### src/rtl/sat_counter.sv
// sat_counter: counter that holds at all-ones, with synchronous clear.
module sat_counter #(
    parameter int WIDTH = 16
) (
    input  logic             clk,
    input  logic             reset_n,
    input  logic             clr,
    input  logic             inc,
    output logic [WIDTH-1:0] q
);

    logic [WIDTH-1:0] r_q;

    always_ff @(posedge clk or negedge reset_n) begin
        if (!reset_n)
            r_q <= '0;
        else if (clr)
            r_q <= '0;
        else if (inc && r_q != '1)
            r_q <= r_q + 1'b1;
    end

    assign q = r_q;

endmodule

### config.mk
export PLATFORM = sky130hd
export DESIGN_NAME = sat_counter
export DESIGN_NICKNAME = d
export VERILOG_FILES = /design/src/rtl/sat_counter.sv
export SDC_FILE = /design/constraint.sdc
export NUM_CORES = 1
export LEC_CHECK = 0
export CELL_PAD_IN_SITES_DETAIL_PLACEMENT = 1
export CELL_PAD_IN_SITES_GLOBAL_PLACEMENT = 2
export CORE_ASPECT_RATIO = 0.8
export CORE_MARGIN = 8
export CORE_UTILIZATION = 30
export CTS_CLUSTER_DIAMETER = 80
export CTS_CLUSTER_SIZE = 12
export DETAILED_ROUTE_END_ITERATION = 10
export PLACE_DENSITY = 0.85
export SYNTH_ARGS = -nofsm -noshare
export SYNTH_HDL_FRONTEND = slang
export SYNTH_SLANG_ARGS = --single-unit
### constraint.sdc
create_clock -name clk -period 2.4 [get_ports clk]
set_input_delay 0.48 -clock clk [delete_from_list [all_inputs] [get_ports clk]]
set_output_delay 0.48 -clock clk [all_outputs]
set_load 0.005 [all_outputs]
==> flow_metrics.py <==
metrics = {
    "sta": {
        "fin_crit_ns": 2.03,
        "rsz0062_at_grt": "no",
        "slew_viol_final": 0,
        "max_freq_mhz": 491,
        "fin_worst_skew_ns": 0.000745,
        "fin_crit_sh": 0.848,
        "worst_slew_pin_slew_ns": 0.633,
        "setup_violations": 0,
        "layout_setup_ws_ns": 0.365,
        "tns_ns": 0,
        "slew_headroom": 0.578,
        "hold_violations": 0,
    },
    "clocking": {
        "cts_setup_buffers": 0,
        "cts_tree": "done",
        "ctsHoldBuffers": 0,
        "clkTransAtPathRegs_ns": 0.06,
        "htree_levels": 1,
        "clockBufferDepth": 2,
        "clock_latency_ns": 0.25,
        "numCtsBuffers": 3,
        "ctsResizeCount": 0,
        "cts_root_buf": "clkbuf_8",
        "clock_sinks": 16,
    },
    "placement": {
        "gp_congestion": 0.756,
        "dpl_worst_slack_ns": 0.119,
        "dpl.hpwl_um": 1900,
        "numPortBuffers": 19,
    },
    "yosys": {
        "yosysTopAreaCellShare": 0.425,
        "ys_types": 28,
        "synth_fp_nets": 103,
        "syn_area_per_cell_um2": 9.61,
        "netlist_area_um2": 942,
        "synth_top_area_cell": "dfrtp_1",
        "ys_seq_elements": 16,
        "syn_inst": 98,
        "ys_warn_count": 0,
        "synth.area.top_cells": "dfrtp_1 (42%), a21oi_1 (5.8%), o31ai_1 (5.6%)",
        "ys_seq_area_frac": 0.425,
    },
    "worst_setup_path": {
        "r2r_setup_slack_ns": 0.42,
        "path_class": "input port to flip-flop",
        "reg2reg_to": "q[4]$_DFFE_PN0P_",
        "crit_fanout": 22,
        "critPathCaptureType": "flip-flop",
        "required_ns": 2.58,
        "r2r-start": "q[0]$_DFFE_PN0P_",
        "startpoint": "inc",
        "ff2ff_path_depth": 6,
        "cp-start-kind": "input port",
        "crit_end": "q[3]$_DFFE_PN0P_",
        "crit_arrival_ns": 2.21,
    },
    "finish": {
        "fin_util": 0.406,
        "nets": 125,
        "drive_above_1_share": 0.134,
        "area_growth_syn_to_layout_pct": 30.9,
        "largest_reg_flops": 16,
        "final_common_cell": "clkdlybuf4s50_1",
        "antenna_cells": 0,
        "layout_common_cells": "clkdlybuf4s50_1 (19), dfrtp_1 (16), a21oi_1 (11), o31ai_1 (7)",
    },
    "floorplanning": {
        "io_pins": 20,
        "num_rows": 18,
        "core_um2": 3040,
        "start_util": 0.310,
        "die_w_um": 78.7,
        "die_area_um2": 5200,
        "fp.dieH_um": 66.1,
    },
    "power_and_ir_drop": {
        "p_leak_nw": 0.481,
        "p_per_area_nw_per_um2": 449,
        "max-vdd-ir-drop_uv": 298,
    },
    "status": {
        "status": "finished, final reports clean",
    },
    "detailed_routing": {
        "drcViolationCount": 0,
        "firstDrtPassIters": 4,
        "wirelength_um": 2660,
        "wl_per_cell_um": 16.7,
        "vias_per_cell": 5.60,
        "drt_iter0_markers": 106,
        "num_vias": 891,
        "drtAntennaViolNets": 0,
    },
    "grt": {
        "grt_max_degree": 23,
        "grt_usage": 0.108,
        "grt_first_pass_wirelength_um": 4560,
        "grt_remaining_overflow": 0,
        "grt_pass1_vias": 940,
        "antenna_found_initial": 0,
    },
    "run": {
        "max_cap_viol_count": 0,
    },
    "min_path": {
        "holdCritPathClass": "input port to asynchronous set/reset pin",
    },
}
[cell usage after synthesis]
master and instances:
nand3_1 3, and4_2 2, a211oi_2 1, nor4_1 4
o31ai_1 7, nand2_1 6, o21ai_1 3, and3_1 2
ha_1 1, o21ai_0 1, or4_2 2, nor3_1 1
nor4_4 1, o211ai_2 1, or3_2 1, nand4_2 1
buf_6 1, nand3b_1 1, inv_1 3, dfrtp_1 16
or3_1 2, or4_1 5, nor2_1 4, a21oi_1 11
mux2_1 4, nand4_1 6, clkbuf_1 4, nor2b_1 4
[through the flow]
step,hold slack (ns),cell area (um^2),instances,power [mW]
final,0.549,1230,159,0.554
after global placement,0.582,1180,155,0.317
after floorplan,0.184,942,98,0.295
after global routing,0.561,1230,159,0.580
after CTS,0.550,1230,159,0.568
after detailed placement,0.595,1180,155,0.319
[worst max-delay path, stage by stage]
cell and delay, ns:
clkdlybuf4s50_1 0.54, inv_1 0.31, or4_2 0.73, a21oi_1 0.15
[layout make-up]
cell class | instances | area, um^2
Fill cell | 367 | 1810
Multi-Input combinational cell | 74 | 504
Sequential cell | 16 | 400
Timing Repair Buffer | 22 | 213
Clock buffer | 4 | 55.1
Tap cell | 40 | 50.0
Inverter | 3 | 11.3
[power by group]
| part | internal [mW] | total [mW] | switching [mW] |
|---|---|---|---|
| Clock | 0.146 | 0.241 | 0.0958 |
| Combinational | 0.0149 | 0.0375 | 0.0226 |
| Sequential | 0.272 | 0.276 | 0.00350 |
| Total | 0.433 | 0.554 | 0.122 |
[per-layer routing]
metal / up-vias / wire length (um) / track usage
met4: 0 / 6 / 0.0138
li1: 427 / - / -
met5: - / 0 / 0
met2: 14 / 1210 / 0.186
met3: 2 / 133 / 0.0435
met1: 448 / 1310 / 0.127
[how the worst min path moves through the flow]
stage	start	endpoint	cells after the start
after detailed placement	q[14]$_DFFE_PN0P_	q[14]$_DFFE_PN0P_	2
after global placement	q[14]$_DFFE_PN0P_	q[14]$_DFFE_PN0P_	2
after CTS	reset_n	q[9]$_DFFE_PN0P_	2
final	reset_n	q[0]$_DFFE_PN0P_	2
after floorplan	reset_n	q[0]$_DFFE_PN0P_	0
after global routing	reset_n	q[0]$_DFFE_PN0P_	2
[cell families after synthesis]
kind of cell	after synthesis	synth area share
muxes	4	0.0478
adders and majority gates	1	0.0133
AOI/OAI and AO/OA	24	0.162
DFF	16	0.425
buffers and inverters	8	0.0398
and+or+nand+nor	45	0.312
Power figures use the tool's default switching activity.
